<file path="config.mk">
export PLATFORM = sky130hd
export DESIGN_NAME = dat_chunk_pingpong_ctrl
export DESIGN_NICKNAME = d
export VERILOG_FILES = /design/src/rtl/dat_chunk_pkg.sv /design/src/rtl/dat_chunk_addr_gen.sv /design/src/rtl/dat_chunk_pingpong_ctrl.sv
export SDC_FILE = /design/constraint.sdc
export NUM_CORES = 1
export LEC_CHECK = 0
export CAP_MARGIN = 40
export CORE_MARGIN = 2
export CORE_UTILIZATION = 40
export DETAILED_ROUTE_END_ITERATION = 8
export DONT_BUFFER_PORTS = 1
export GPL_TIMING_DRIVEN = 0
export PLACE_DENSITY_LB_ADDON = 0.12
export SYNTH_ARGS = -nofsm -noshare
export SYNTH_HDL_FRONTEND = slang
export SYNTH_SLANG_ARGS = --single-unit
</file>
<file path="constraint.sdc">
create_clock -name clk_i -period 5.2 [get_ports clk_i]
set_input_delay 0.52 -clock clk_i [delete_from_list [all_inputs] [get_ports clk_i]]
set_output_delay 0.52 -clock clk_i [all_outputs]
set_load 0.01 [all_outputs]
</file>
<file path="src/rtl/dat_chunk_pkg.sv">
// Shared types for the two-bank nonzero-data chunk buffer controller.
`ifndef MEM_SIZE
`define MEM_SIZE 64
`endif
`ifndef COMPUTE_UNIT_NUM
`define COMPUTE_UNIT_NUM 8
`endif

package dat_chunk_pkg;

  typedef enum logic [1:0] {
    EMPTY   = 2'd0,
    FILLING = 2'd1,
    FULL    = 2'd2,
    READING = 2'd3
  } bank_state_e;

  typedef enum logic {
    IDLE = 1'b0,
    RUN  = 1'b1
  } rd_fsm_e;

  localparam int AW = $clog2(`MEM_SIZE) + 1;

  typedef logic [AW-1:0] addr_t;

endpackage

</file>
<file path="src/rtl/dat_chunk_addr_gen.sv">
// Per-lane 1-based read addresses, lane valid mask and last flag for one beat; purely combinational.
module dat_chunk_addr_gen
  import dat_chunk_pkg::*;
#(
  parameter int CU_NUM = `COMPUTE_UNIT_NUM
) (
  input  logic [AW:0]          base,
  input  addr_t                cnt,
  output logic [CU_NUM*AW-1:0] addr,
  output logic [CU_NUM-1:0]    lane_vld,
  output logic                 last
);

  logic [AW+1:0] sum;

  always_comb begin
    addr     = '0;
    lane_vld = '0;
    sum      = '0;
    for (int j = 0; j < CU_NUM; j++) begin
      sum                 = {1'b0, base} + (AW+2)'(j);
      lane_vld[j]         = (sum <= {2'b00, cnt});
      addr[j*AW +: AW]    = lane_vld[j] ? sum[AW-1:0] : addr_t'(1);
    end
    // Extra headroom bit keeps base+CU_NUM from wrapping near MEM_SIZE.
    last = (({1'b0, base} + (AW+2)'(CU_NUM)) > {2'b00, cnt});
  end

endmodule

</file>
<file path="src/rtl/dat_chunk_pingpong_ctrl.sv">
// Ping-pong bank controller: fill_done to first rd_vld is 2 cycles; beats hold while rd_vld_o && !rd_rdy_i.
// DAT_CHUNK_PERF_CNT_EN adds saturating stall/chunk counters; otherwise perf outputs are 0.
module dat_chunk_pingpong_ctrl
  import dat_chunk_pkg::*;
#(
  parameter int MEM_SIZE = `MEM_SIZE,
  parameter int CU_NUM   = `COMPUTE_UNIT_NUM
) (
  input  logic                 clk_i,
  input  logic                 rst_i,
  input  logic                 fill_req_i,
  output logic                 fill_gnt_o,
  output logic                 fill_sel_o,
  input  logic                 fill_done_i,
  input  logic [AW-1:0]        fill_cnt_i,
  output logic                 rd_sel_o,
  output logic [CU_NUM*AW-1:0] rd_addr_o,
  output logic [CU_NUM-1:0]    rd_lane_vld_o,
  output logic                 rd_vld_o,
  input  logic                 rd_rdy_i,
  output logic                 rd_last_o,
  output logic [1:0]           bank_full_o,
  output logic [31:0]          perf_stall_o,
  output logic [31:0]          perf_chunk_o
);

  localparam logic [AW:0]          STEP     = (AW+1)'(CU_NUM);
  localparam logic [AW:0]          BASE_ONE = (AW+1)'(1);
  localparam logic [CU_NUM*AW-1:0] ADDR_ONE = {CU_NUM{addr_t'(1)}};

  bank_state_e bank_q [2];
  bank_state_e bank_d [2];
  addr_t       cnt_q  [2];
  addr_t       fill_cnt_sat;
  logic        fill_sel_q;
  logic        rst_q;
  logic        filling;
  logic        accept;

  rd_fsm_e     state_q, state_d;
  logic        start, chain, finish;
  logic        rd_sel_q, rd_sel_d;
  logic [AW:0] base_q, base_d;
  logic        vld_d;
  logic        load;

  logic [CU_NUM*AW-1:0] gen_addr;
  logic [CU_NUM-1:0]    gen_vld;
  logic                 gen_last;

  assign filling      = (bank_q[0] == FILLING) || (bank_q[1] == FILLING);
  // Grant only from registered state, so a bank freed on this edge is granted at the earliest next edge.
  assign fill_gnt_o   = (bank_q[fill_sel_q] == EMPTY) && !filling && !rst_q;
  assign fill_sel_o   = fill_sel_q;
  assign fill_cnt_sat = (fill_cnt_i > addr_t'(MEM_SIZE)) ? addr_t'(MEM_SIZE) : fill_cnt_i;
  assign accept       = rd_vld_o && rd_rdy_i;
  assign rd_sel_o     = rd_sel_q;

  always_comb begin
    for (int b = 0; b < 2; b++) begin
      bank_full_o[b] = (bank_q[b] == FULL) || (bank_q[b] == READING);
    end
  end

  always_ff @(posedge clk_i) begin
    if (rst_i) state_q <= IDLE;
    else       state_q <= state_d;
  end

  always_comb begin
    state_d = state_q;
    start   = 1'b0;
    chain   = 1'b0;
    finish  = 1'b0;
    case (state_q)
      IDLE: begin
        if (bank_q[rd_sel_q] == FULL) begin
          state_d = RUN;
          start   = 1'b1;
        end
      end
      RUN: begin
        if (accept && rd_last_o) begin
          finish = 1'b1;
          if (bank_q[~rd_sel_q] == FULL) chain   = 1'b1;
          else                           state_d = IDLE;
        end
      end
      default: state_d = IDLE;
    endcase
  end

  always_comb begin
    rd_sel_d = rd_sel_q;
    base_d   = base_q;
    vld_d    = rd_vld_o;
    load     = 1'b0;
    if (start) begin
      base_d = BASE_ONE;
      vld_d  = 1'b1;
      load   = 1'b1;
    end else if (finish) begin
      rd_sel_d = ~rd_sel_q;
      base_d   = BASE_ONE;
      vld_d    = chain;
      load     = 1'b1;
    end else if (accept) begin
      base_d = base_q + STEP;
      load   = 1'b1;
    end
  end

  always_comb begin
    bank_d = bank_q;
    if (fill_req_i && fill_gnt_o) bank_d[fill_sel_q] = FILLING;
    if (fill_done_i && filling)   bank_d[fill_sel_q] = FULL;
    if (start)                    bank_d[rd_sel_q]   = READING;
    if (finish)                   bank_d[rd_sel_q]   = EMPTY;
    if (chain)                    bank_d[~rd_sel_q]  = READING;
  end

  dat_chunk_addr_gen #(.CU_NUM(CU_NUM)) u_addr_gen (
    .base     (base_d),
    .cnt      (cnt_q[rd_sel_d]),
    .addr     (gen_addr),
    .lane_vld (gen_vld),
    .last     (gen_last)
  );

  always_ff @(posedge clk_i) begin
    rst_q <= rst_i;
    if (rst_i) begin
      bank_q[0]  <= EMPTY;
      bank_q[1]  <= EMPTY;
      cnt_q[0]   <= '0;
      cnt_q[1]   <= '0;
      fill_sel_q <= 1'b0;
    end else begin
      bank_q <= bank_d;
      if (fill_done_i && filling) begin
        cnt_q[fill_sel_q] <= fill_cnt_sat;
        fill_sel_q        <= ~fill_sel_q;
      end
    end
  end

  always_ff @(posedge clk_i) begin
    if (rst_i) begin
      rd_sel_q      <= 1'b0;
      base_q        <= BASE_ONE;
      rd_vld_o      <= 1'b0;
      rd_last_o     <= 1'b0;
      rd_lane_vld_o <= '0;
      rd_addr_o     <= ADDR_ONE;
    end else begin
      rd_sel_q <= rd_sel_d;
      base_q   <= base_d;
      rd_vld_o <= vld_d;
      if (load) begin
        rd_last_o     <= vld_d && gen_last;
        rd_lane_vld_o <= vld_d ? gen_vld : '0;
        rd_addr_o     <= vld_d ? gen_addr : ADDR_ONE;
      end
    end
  end

`ifdef DAT_CHUNK_PERF_CNT_EN
  logic [31:0] stall_q, chunk_q;

  always_ff @(posedge clk_i) begin
    if (rst_i) begin
      stall_q <= '0;
      chunk_q <= '0;
    end else begin
      if (rd_vld_o && !rd_rdy_i && (stall_q != '1)) stall_q <= stall_q + 32'd1;
      if (finish && (chunk_q != '1))                chunk_q <= chunk_q + 32'd1;
    end
  end

  assign perf_stall_o = stall_q;
  assign perf_chunk_o = chunk_q;
`else
  assign perf_stall_o = '0;
  assign perf_chunk_o = '0;
`endif

endmodule

</file>
==> results by stage <==
Pwr:
- The areal power density over the cells is 262 mW/mm².
- The static leakage is around 3.2 nW.
- The worst-case IR drop observed on VDD is 0.153 mV.

Floorplanning:
- The initial utilization of the core area, before any placement, comes to 40.8%.
- The width of the die is 128 µm.
- The die covers 0.0164 mm².
- From bottom edge to top edge, the die measures 128 µm.
- After floorplanning, the core was sized to cover between 0.015 and 0.02 mm².
- The number of placed I/O pins is 147.
- The number of core rows is between 40 and 50.

Layout:
- The number of antenna diodes in the final layout is 0.
- Fill cells in the final layout number ~1500.
- The fraction of the core area covered by cells at the end of the flow is a little under half.
- After the last flow step, the layout net total stands at roughly 860.
- The area growth from synthesis to layout is 13.9%.
- The layout cell share with drive strength beyond 1 is 14.7%.

Route:
- Dividing the detail-routed wire length by the instance count gives 19.0 µm.
- The first-pass iteration count of the detailed router is 5.
- The met2 routed wirelength is slightly below 9000 µm.
- The detailed-route wire length on metal 1 is 8010 µm.
- The detailed-route DRC error count is 0.
- Signal routing reaches up to met4.
- The DRC violation total after the first TritonRoute iteration is 329.
- The average vias per placed instance is 5.36.
- The number of nets with antenna violations after detailed routing is 0.
- The final wirelength is 18700 µm.
- The met3 wirelength from detailed routing is 1390 µm.
- The routed layout has between 5000 and 6000 vias.

Logic synthesis:
- Sorting the synthesized cells by how often they occur yields sky130_fd_sc_hd__nand2_1, sky130_fd_sc_hd__dfxtp_1, sky130_fd_sc_hd__buf_4.
- Sorting the synthesized cells by area gives the leading types as sky130_fd_sc_hd__dfxtp_1, sky130_fd_sc_hd__ha_1, sky130_fd_sc_hd__buf_4.
- The share of synthesized area in the top cell type comes to 26.7%.
- The gate count after technology mapping is 702.
- The number of synthesized flops with an enable pin is 14.
- The count of unique library cells instantiated by Yosys is 76.
- Averaged over all synthesized cells, the footprint is 8.76 µm².
- In the synthesized netlist the dominant register cell turns out to be sky130_fd_sc_hd__dfxtp_1.
- The flip-flop and latch count after synthesis is 96.
- For this run, the number of Yosys warnings is 0.
- The share of flip-flops with an asynchronous set or reset after synthesis is 0%.
- Of the synthesized area, sequential elements account for between 30% and 40%.
- The dominant cell type by area after synthesis is sky130_fd_sc_hd__dfxtp_1.
- The synthesized cell area is 0.00615 mm².
- The dominant cell by count in the synthesized netlist is sky130_fd_sc_hd__nand2_1.

Timing:
- The worst-margin pin slew is 927 ps.
- The final total negative setup slack is 0 ps.
- The count of endpoints failing setup in the final report is 0.
- For the final database, setup skew stands at 8.13 ps.
- The timing-limited maximum frequency is around 210 MHz.
- The max-slew violation total from the final report was 0.
- For the finished layout, the period the worst path requires is 4860 ps.
- The worst-case headroom to the max-slew limit is 37.8%.
- After layout, the worst path uses 93.5% of the clock period.
- The number of failing hold endpoints at the final stage is 0.

CTS:
- The clock-pin slew reported for the worst setup and hold paths after clock tree synthesis is 70 ps.
- The number of buffers inserted during clock tree synthesis is 9.
- The total of hold buffers inserted after clock tree synthesis is 0.
- The clock tree synthesis step divided the H-tree into 3 levels.
- The clock insertion delay at the later pin of the skew report is ~360 ps.
- The buffer levels on the longest clock path is 2.
- The root buffer cell chosen for the clock tree is sky130_fd_sc_hd__clkbuf_16.
- The tree built by TritonCTS fans out to 96 sinks.
- The TritonCTS clock tree is done.

Worst setup path:
- The count of cells along the worst register-to-register path is 17.
- The type of the worst setup path is flip-flop to flip-flop.
- The startpoint class of the critical path is a flip-flop.
- The worst register-to-register path ends at rd_addr_o[14].
- STA puts the critical path data required time at 5430 ps.
- Of all nets on the critical path, the largest fanout is 10.
- The nature of the critical path endpoint is a flip-flop.
- The arrival time of data at the critical path endpoint is 5090 ps.
- In this run the register-to-register setup slack is 340 ps.
- The startpoint identified for the worst register-to-register timing path is rd_last_o.

Global routing:
- Entering global routing, the biggest net connects 15 pins.
- The number of global-route vias before repair is 4940.
- The overflow left after global routing is 0.
- The initial antenna violation count is 0.
- The global-route wire length before repair is 28500 µm.
- The overall fraction of global-route tracks in use is 23.3%.

Worst hold path:
- The worst min-delay path endpoint is rst_q.
- The path class of the tightest hold or removal check is input pin to flip-flop.
- In this run the most critical hold path is launched from rst_i.
- Along the worst hold path, the cell count comes to 0.

Placed design:
- The estimated wirelength of the detail-placed design is roughly 15000 µm.
- At the end of routability-driven placement, the weighted congestion stood at 0.906.
- The number of port buffers is 0.

Job:
- The tool flagged a number of max-cap violations equal to 0.

Outcome:
- The flow ran to the end, and the final reports show no timing, DRC or antenna violations.
[how the worst max path moves through the flow]
stage,to,depth (start not counted),start,slack (ps)
after floorplan,rd_addr_o[10],18,rd_rdy_i,1070
after detailed placement,rd_addr_o[11],18,rd_rdy_i,50
after global placement,rd_addr_o[12],18,rd_rdy_i,40
after CTS,rd_addr_o[11],18,rd_vld_o,100
after global routing,rd_addr_o[16],17,rd_last_o,-10
final,rd_addr_o[14],17,rd_last_o,340
[routing by layer]
layer / vias up / track usage (%)
met3: 44 / 5.43
met4: 0 / 11.2
li1: 2571 / -
met5: - / 0
met2: 220 / 37.6
met1: 2432 / 29.3
[critical path, cell delays in order, from the launching register on]
cell and delay (ps):
sky130_fd_sc_hd__dfxtp_1 420, sky130_fd_sc_hd__and4_1 210, sky130_fd_sc_hd__clkbuf_1 170, sky130_fd_sc_hd__nor3_1 430
sky130_fd_sc_hd__buf_6 240, sky130_fd_sc_hd__nand2_1 310, sky130_fd_sc_hd__inv_2 300, sky130_fd_sc_hd__ha_1 180
sky130_fd_sc_hd__clkbuf_1 390, sky130_fd_sc_hd__nand2_1 170, sky130_fd_sc_hd__xnor2_1 330, sky130_fd_sc_hd__ha_1 300
sky130_fd_sc_hd__nand4_1 110, sky130_fd_sc_hd__a21oi_1 50, sky130_fd_sc_hd__o32ai_1 400, sky130_fd_sc_hd__nand2_1 170
sky130_fd_sc_hd__a211oi_2 420, sky130_fd_sc_hd__a21oi_1 130
[kinds of logic after synthesis]
family	after synthesis	share of synthesized area (%)
compound gates	178	19.6
mux	8	1.32
buf+inv	115	11.3
fa+ha+maj	62	12.6
other cells	1	0.0610
xor+xnor	37	5.39
simple gates	205	16.2
flops	96	33.5
[final cells by class]
type	count	area, µm²	share of cell area (%)
inverter	33	129	1.84
clock buffer	15	269	3.84
multi-input combinational	554	3640	52.0
timing repair buffer	14	98.8	1.41
tap	188	235	3.36
buffer	82	569	8.13
sequential	96	2060	29.4
[sequential cells by signal, indices dropped and copies added (netlist names)]
register / cells
rd_addr_o: 56
cnt_q: 14
base_q: 8
rd_lane_vld_o: 8
bank_q: 4
fill_sel_o: 1
rd_last_o: 1
rd_sel_o: 1
rd_vld_o: 1
rst_q: 1
state_q: 1
[where the power goes]
part / internal, W / total (W) / switching, W
clock network: 0.000352 / 0.000632 / 0.000280
logic: 0.000139 / 0.000367 / 0.000228
registers: 0.000793 / 0.000836 / 0.0000429
[what timing repair did]
action,in CTS,in global routing
gates resized for setup,0,5
endpoints found under the setup margin,0,36
buffers inserted,0,4
[cell usage in the layout (no fill, tap or decap), types with 4 or more instances in the layout]
cell type                   netlist  layout
sky130_fd_sc_hd__o21a_1           8       8
sky130_fd_sc_hd__conb_1           1      64
sky130_fd_sc_hd__and3_1           4       4
sky130_fd_sc_hd__nand4_1         10      10
sky130_fd_sc_hd__nor2_1          47      47
sky130_fd_sc_hd__clkbuf_1        13      17
sky130_fd_sc_hd__buf_2            1       5
sky130_fd_sc_hd__nand3b_1         6       6
sky130_fd_sc_hd__nand2_1         87      87
sky130_fd_sc_hd__edfxtp_1        14      14
sky130_fd_sc_hd__clkbuf_16        0      10
sky130_fd_sc_hd__a22o_1          11      11
sky130_fd_sc_hd__mux2i_1          7       6
sky130_fd_sc_hd__xnor2_1         35      35
sky130_fd_sc_hd__o22ai_1          6       6
sky130_fd_sc_hd__nor3_1           8       8
sky130_fd_sc_hd__a32o_1           4       4
sky130_fd_sc_hd__o31ai_1         15      15
sky130_fd_sc_hd__a31oi_1          9       8
sky130_fd_sc_hd__nand3_1         12      12
sky130_fd_sc_hd__dfxtp_1         82      82
sky130_fd_sc_hd__a21o_1          12      12
sky130_fd_sc_hd__o21ai_0         29      29
sky130_fd_sc_hd__a211oi_1        10      10
sky130_fd_sc_hd__o21ai_1          8       8
sky130_fd_sc_hd__buf_4           67      76
sky130_fd_sc_hd__nor2b_1          5       5
sky130_fd_sc_hd__a21oi_1         35      35
sky130_fd_sc_hd__ha_1            62      62
sky130_fd_sc_hd__inv_1           29      27
[stage by stage]
step | worst slack (ps) | instance area [µm²] | power (W) | hold slack (ps) | std cells
5_1_grt | -11.6 | 7000 | 0.00193 | 166 | 982
4_1_cts | 104 | 6960 | 0.00184 | 170 | 978
3_5_place_dp | 47.7 | 6690 | 0.00121 | 488 | 963
2_1_floorplan | 1070 | 6390 | 0.00111 | 463 | 765
3_3_place_gp | 35.9 | 6620 | 0.00120 | 478 | 953
6_report | 337 | 7000 | 0.00183 | 180 | 982
Note: power is estimated with default switching activity, not from simulation.
